`src/rtl/led_pkg.sv`:
```
// Shared types and helpers for the LED fade/PWM output stage.
package led_pkg;

  // Per-channel fade state: dark, ramping up, fully lit, ramping down.
  typedef enum logic [1:0] {
    OFF  = 2'd0,
    RISE = 2'd1,
    ON   = 2'd2,
    FALL = 2'd3
  } fade_state_t;

  // Highest brightness level / PWM count for a given PWM resolution.
  function automatic int unsigned pwm_max(input int unsigned pwm_bits);
    return (32'd1 << pwm_bits) - 32'd1;
  endfunction

endpackage

```
`src/rtl/led_fade_channel.sv`:
```
// One LED channel: fade FSM with brightness level plus the registered PWM compare.
module led_fade_channel
  import led_pkg::*;
#(
  parameter int unsigned PWM_BITS = 4
) (
  input  logic                CLK,
  input  logic                RST_N,
  input  logic                EN,
  input  logic                fade_step_i,
  input  logic                pattern_i,
  input  logic [PWM_BITS-1:0] pwm_cnt_i,
  output logic                led_o,
  output logic                busy_o
);

  localparam logic [PWM_BITS-1:0] LVL_MAX = PWM_BITS'(pwm_max(PWM_BITS));
  localparam logic [PWM_BITS-1:0] LVL_ONE = PWM_BITS'(1);

  fade_state_t         state_q, state_d;
  logic [PWM_BITS-1:0] lvl_q, lvl_d;
  logic [PWM_BITS-1:0] lvl_up, lvl_dn;
  logic                led_q, led_d;

  // Saturating one-level neighbours of the current brightness.
  assign lvl_up = (lvl_q == LVL_MAX) ? LVL_MAX : lvl_q + LVL_ONE;
  assign lvl_dn = (lvl_q == '0) ? '0 : lvl_q - LVL_ONE;

  // Next state/level, only moving on a fade step; landing on an end level settles the state.
  always_comb begin
    state_d = state_q;
    lvl_d   = lvl_q;
    if (fade_step_i) begin
      case (state_q)
        OFF: begin
          if (pattern_i) begin
            lvl_d   = LVL_ONE;
            state_d = (LVL_ONE == LVL_MAX) ? ON : RISE;
          end
        end
        ON: begin
          if (!pattern_i) begin
            lvl_d   = LVL_MAX - LVL_ONE;
            state_d = ((LVL_MAX - LVL_ONE) == '0) ? OFF : FALL;
          end
        end
        RISE, FALL: begin
          // Direction follows the pattern bit, so a reversal continues from the current level.
          if (pattern_i) begin
            lvl_d   = lvl_up;
            state_d = (lvl_up == LVL_MAX) ? ON : RISE;
          end else begin
            lvl_d   = lvl_dn;
            state_d = (lvl_dn == '0) ? OFF : FALL;
          end
        end
        default: begin
          state_d = OFF;
          lvl_d   = '0;
        end
      endcase
    end
  end

  // PWM compare: full level is solid on, otherwise high while the counter is below the level.
  assign led_d  = EN && ((lvl_q == LVL_MAX) || (pwm_cnt_i < lvl_q));
  assign led_o  = led_q;
  assign busy_o = (state_q == RISE) || (state_q == FALL);

  // Channel state, level and output register; reset blanks the pin immediately.
  always_ff @(posedge CLK or negedge RST_N) begin
    if (!RST_N) begin
      state_q <= OFF;
      lvl_q   <= '0;
      led_q   <= 1'b0;
    end else begin
      state_q <= state_d;
      lvl_q   <= lvl_d;
      led_q   <= led_d;
    end
  end

endmodule

```
`src/rtl/led_fade_pwm.sv`:
```
// LED output stage: shared PWM timebase and fade pacing driving one fade channel per LED.
module led_fade_pwm
  import led_pkg::*;
#(
  parameter int unsigned WIDTH        = 8,
  parameter int unsigned PWM_BITS     = 4,
  parameter int unsigned PRESCALE     = 16,
  parameter int unsigned FADE_PERIODS = 1
) (
  input  logic             CLK,
  input  logic             RST_N,
  input  logic             EN,
  input  logic [WIDTH-1:0] PATTERN,
  output logic [WIDTH-1:0] LED_OUT,
  output logic             BUSY,
  output logic             PERIOD_START
);

  localparam int unsigned PS_W = (PRESCALE > 1) ? $clog2(PRESCALE) : 1;
  localparam int unsigned FD_W = (FADE_PERIODS > 1) ? $clog2(FADE_PERIODS) : 1;

  localparam logic [PS_W-1:0]     PS_LAST = PS_W'(PRESCALE - 1);
  localparam logic [FD_W-1:0]     FD_LAST = FD_W'(FADE_PERIODS - 1);
  localparam logic [PWM_BITS-1:0] CNT_MAX = PWM_BITS'(pwm_max(PWM_BITS));

  logic [PS_W-1:0]     presc_q, presc_d;
  logic [PWM_BITS-1:0] cnt_q, cnt_d;
  logic [FD_W-1:0]     fdiv_q, fdiv_d;
  logic                period_start_q;
  logic                busy_q;
  logic                tick, bnd, fstep;
  logic [WIDTH-1:0]    ch_busy;

  // tick: one PWM step; bnd: last step of a PWM period; fstep: one brightness step.
  assign tick  = EN && (presc_q == PS_LAST);
  assign bnd   = tick && (cnt_q == CNT_MAX);
  assign fstep = bnd && (fdiv_q == FD_LAST);

  // Timebase next-state: everything parks at zero while disabled; the PWM counter wraps naturally.
  always_comb begin
    presc_d = presc_q;
    cnt_d   = cnt_q;
    fdiv_d  = fdiv_q;
    if (!EN) begin
      presc_d = '0;
      cnt_d   = '0;
      fdiv_d  = '0;
    end else begin
      presc_d = tick ? '0 : presc_q + PS_W'(1);
      if (tick) begin
        cnt_d = cnt_q + PWM_BITS'(1);
      end
      if (bnd) begin
        fdiv_d = (fdiv_q == FD_LAST) ? '0 : fdiv_q + FD_W'(1);
      end
    end
  end

  // Timebase, period marker and aggregate busy registers.
  always_ff @(posedge CLK or negedge RST_N) begin
    if (!RST_N) begin
      presc_q        <= '0;
      cnt_q          <= '0;
      fdiv_q         <= '0;
      period_start_q <= 1'b0;
      busy_q         <= 1'b0;
    end else begin
      presc_q        <= presc_d;
      cnt_q          <= cnt_d;
      fdiv_q         <= fdiv_d;
      period_start_q <= bnd;
      busy_q         <= |ch_busy;
    end
  end

  generate
    for (genvar gi = 0; gi < WIDTH; gi++) begin : g_ch
      led_fade_channel #(
        .PWM_BITS(PWM_BITS)
      ) u_ch (
        .CLK        (CLK),
        .RST_N      (RST_N),
        .EN         (EN),
        .fade_step_i(fstep),
        .pattern_i  (PATTERN[gi]),
        .pwm_cnt_i  (cnt_q),
        .led_o      (LED_OUT[gi]),
        .busy_o     (ch_busy[gi])
      );
    end
  endgenerate

  assign BUSY         = busy_q;
  assign PERIOD_START = period_start_q;

endmodule

```
`config.mk`:
```
export PLATFORM = sky130hd
export DESIGN_NAME = led_fade_pwm
export DESIGN_NICKNAME = d
export VERILOG_FILES = /design/src/rtl/led_pkg.sv /design/src/rtl/led_fade_channel.sv /design/src/rtl/led_fade_pwm.sv
export SDC_FILE = /design/constraint.sdc
export NUM_CORES = 1
export LEC_CHECK = 0
export BUFFER_PORTS_ARGS = -buffer_cell sky130_fd_sc_hd__buf_2
export CAP_MARGIN = 20
export CORE_MARGIN = 4
export CORE_UTILIZATION = 55
export DETAILED_ROUTE_END_ITERATION = 7
export PLACE_DENSITY_LB_ADDON = 0.2
export SYNTH_ARGS = -nofsm -noshare
export SYNTH_HDL_FRONTEND = slang
export SYNTH_SLANG_ARGS = --single-unit
```
`constraint.sdc`:
```
create_clock -name CLK -period 2.05 [get_ports CLK]
set_input_delay 0.205 -clock CLK [delete_from_list [all_inputs] [get_ports CLK]]
set_output_delay 0.205 -clock CLK [all_outputs]
set_load 0.1 [all_outputs]
```
==> impl_metrics.toml <==
[status]
status = "complete, no violations"

[floorplan]
dieArea_sq_um = 11890
die_height_microns = 109.0
coreArea_sq_um = 9864
start_util_pct = 56.90
row_count = 36
ioPinCount = 21
die_w_microns = 109.0

[critical_path]
crit_buf_inv = 1
slowest_delay_ns = 0.43
critPathMaxFanout = 6
ff2ff_path_depth = 7
r2r-end = "g_ch[3].u_ch.lvl_q[1]$_DFFE_PN0P_"
rr_startpoint = "g_ch[3].u_ch.lvl_q[1]$_DFFE_PN0P_"
criticalPathCategory = "flop to flop"
critical-path-top-delay-family = "multiplexers"
cp-end-kind = "flop"
critPathLaunchType = "flop"
slowest_stage = "dfrtp_1"
path_cells = "inv_1, ha_1, mux2i_1, nor2_1, a221oi_1, a21oi_1, mux2_2"
cp.arrival_ns = 2.16
reg2reg_slack_ns = 0.10
crit_required_ns = 2.26
cp-startpoint = "g_ch[3].u_ch.lvl_q[1]$_DFFE_PN0P_"

[synth]
synth_compound_gate_area_share_pct = 27.53
syn_nets = 745
yosysSeqAreaShare_pct = 29.42
synth_top_family_by_area = "compound AO/OA/AOI/OAI gates"
syn_inst = 685
synth_mux_area_share_pct = 2.430
synth_edf_count = 0
synth-seq-cells = 66
synth.distinct_cells = 68
avgSynthCellArea_sq_um = 8.194
synth_adder_area_share_pct = 11.46
synth-simple-area-share_pct = 19.77
synth_xor_area_share_pct = 1.404
ys.flop_type = "dfrtp_1"
async_flop_share_pct = 100.0
synth.cell_area_sq_um = 5613
yosysWarnings = 0

[timing]
tightest_slew_ns = 0.4739
final_hold_viol_count = 0
finalCritPeriodShare_pct = 95.01
setup_violations = 0
finalCriticalPeriod_ns = 1.948
clock_skew_ns = 0.01642
finalMaxSlewViolations = 0
fmax_ghz = 0.5134
tns_ns = 0
timing.final.ws_setup_ns = 0.1022
max_slew_margin_pct = 68.12

[final_layout]
n_antenna_cell = 0
nets = 753
register_area_sq_um = 1653
stdcell_area_sq_um = 6072
drive_gt1_share_pct = 10.76
layout.cells.non_filler = 830
multi_input_area_sq_um = 3535
syn2layout_area_growth_pct = 8.181
n_fill_cell = 882

[global_routing]
grt-ovfl-total = 0
antenna_found_initial = 0
grt_pass1_vias = 4887
grt_pass1_wl_mm = 22.94
grtUsageTotal_pct = 23.66
grt_max_degree = 67

[placed_design]
io_buffers = 20
gp_congestion = 0.8964
detailed_place.area_sq_um = 5832
place_inst = 814
pre_cts_ws_ns = 0.01055
place_hpwl_mm = 9.535

[route]
wire_per_inst_microns = 16.08
vias = 5188
drc_errors = 0
viasPerCell = 6.251
drt-pass1-iter-count = 5
totalWireLength_mm = 13.35
ant_nets = 0
first_iter_violations = 408

[hold_path]
worstHoldPathType = "primary input to flop"
min_from = "PATTERN[2]"
worstHoldEndpoint = "g_ch[2].u_ch.lvl_q[2]$_DFFE_PN0P_"
holdPathStages = 2

[flow_run]
drv_cap = 0

[clock_tree]
cts_buffer_depth = 2
clockRootBuffer = "clkbuf_8"
tritoncts = "built"
h-tree-depth = 3
clock_sinks = 66
cts_made_buffers = 9
clkSlewWorstSetupHoldPaths_ns = 0.08
insertion_delay_ns = 0.34

[power_and_ir_drop]
p_per_area_nw_per_um2 = 439.8
p_leak_nw = 2.646
ir_drop_mv = 0.3145
power_mw = 2.670
## worst register-to-register path: stages, from the launching register on
cell	delay (ns)
dfrtp_1	0.43
inv_1	0.13
ha_1	0.30
mux2i_1	0.22
nor2_1	0.06
a221oi_1	0.29
a21oi_1	0.13
mux2_2	0.28
## per-layer routing
| layer | GRT usage, % | vias up | share of wire (%) |
|---|---|---|---|
| li1 | - | 2501 | - |
| met4 | 7.304 | 0 | 1.1 |
| met1 | 32.40 | 2549 | 47 |
| met2 | 38.95 | 126 | 48 |
| met3 | 3.079 | 12 | 4.4 |
| met5 | 0 | - | 0 |
## cell usage in the layout (no fill, tap or decap), types with 9 or more instances in the layout
cell type	count
a21boi_0	10
a21o_1	10
a21oi_1	49
and2_1	14
buf_2	20
buf_4	23
clkbuf_8	12
dfrtp_1	65
ha_1	49
inv_1	54
nand2_1	44
nand2b_1	14
nand3_1	17
nand3b_1	9
nor2_1	37
nor2b_1	24
nor3_1	13
o211ai_1	11
o21ai_0	60
## final cells by class
type | count | area share, %
timing repair buffer | 45 | 4.987
clock inverter | 2 | 0.5770
tap | 133 | 2.741
inverter | 55 | 3.482
clock buffer | 13 | 2.782
multi-input combinational | 516 | 58.21
sequential | 66 | 27.22
## Yosys cell counts, types with 14 or more instances
| cell type | number | area, sq um |
|---|---|---|
| a21oi_1 | 50 | 250.2 |
| nand3_1 | 17 | 85.08 |
| o21ai_0 | 61 | 305.3 |
| nand2b_1 | 14 | 87.58 |
| dfrtp_1 | 66 | 1652 |
| inv_1 | 54 | 202.7 |
| nand2_1 | 44 | 165.2 |
| nor2_1 | 38 | 142.6 |
| clkbuf_1 | 33 | 123.9 |
| ha_1 | 49 | 613.1 |
| and2_1 | 14 | 87.58 |
| nor2b_1 | 24 | 150.1 |
## worst max-delay path by stage
stage                                                      to  slack (ns)  depth (start not counted)
after floorplan             g_ch[0].u_ch.lvl_q[1]$_DFFE_PN0P_        0.07                          9
final                       g_ch[3].u_ch.lvl_q[1]$_DFFE_PN0P_        0.10                          7
after global placement                                   flop        0.13                          6
after global routing        g_ch[4].u_ch.lvl_q[3]$_DFFE_PN0P_     -0.0008                          7
after detailed placement    g_ch[3].u_ch.lvl_q[3]$_DFFE_PN0P_        0.01                          7
after CTS                 g_ch[2].u_ch.state_q[0]$_DFFE_PN0P_        0.05                          8
## logic make-up (layout without fill, tap and decap cells)
family | count (synthesis) | count (layout)
AOI/OAI and AO/OA | 233 | 233
and+or+nand+nor | 210 | 210
muxes | 12 | 12
xor gates and xnor gates | 9 | 9
DFF | 66 | 66
adders and majority gates | 52 | 52
buffers and inverters | 103 | 115
## what timing repair did
action / CTS / global route
hold buffers: 1 / 0
endpoints found under the setup margin: 2 / 19
gates cloned: 0 / 0
setup buffers: 0 / 0
hold endpoints to repair: 66 / 0
gates resized for setup: 1 / 7
## where the power goes
| part | internal (mW) | switching, mW | total (mW) |
|---|---|---|---|
| Clock | 0.655 | 0.494 | 1.15 |
| Combinational | 0.0525 | 0.148 | 0.201 |
| Sequential | 1.31 | 0.00739 | 1.32 |
| Total | 2.02 | 0.650 | 2.67 |
## metrics by stage
step	util [%]	hold slack [ns]
finish	61.56	0.2392
global route	61.56	0.2581
CTS	61.31	0.2221
detailed placement	59.12	0.2585
global placement	59.12	0.2561
floorplan	-	-0.09059
No activity file was read; power rests on OpenSTA's default activity.
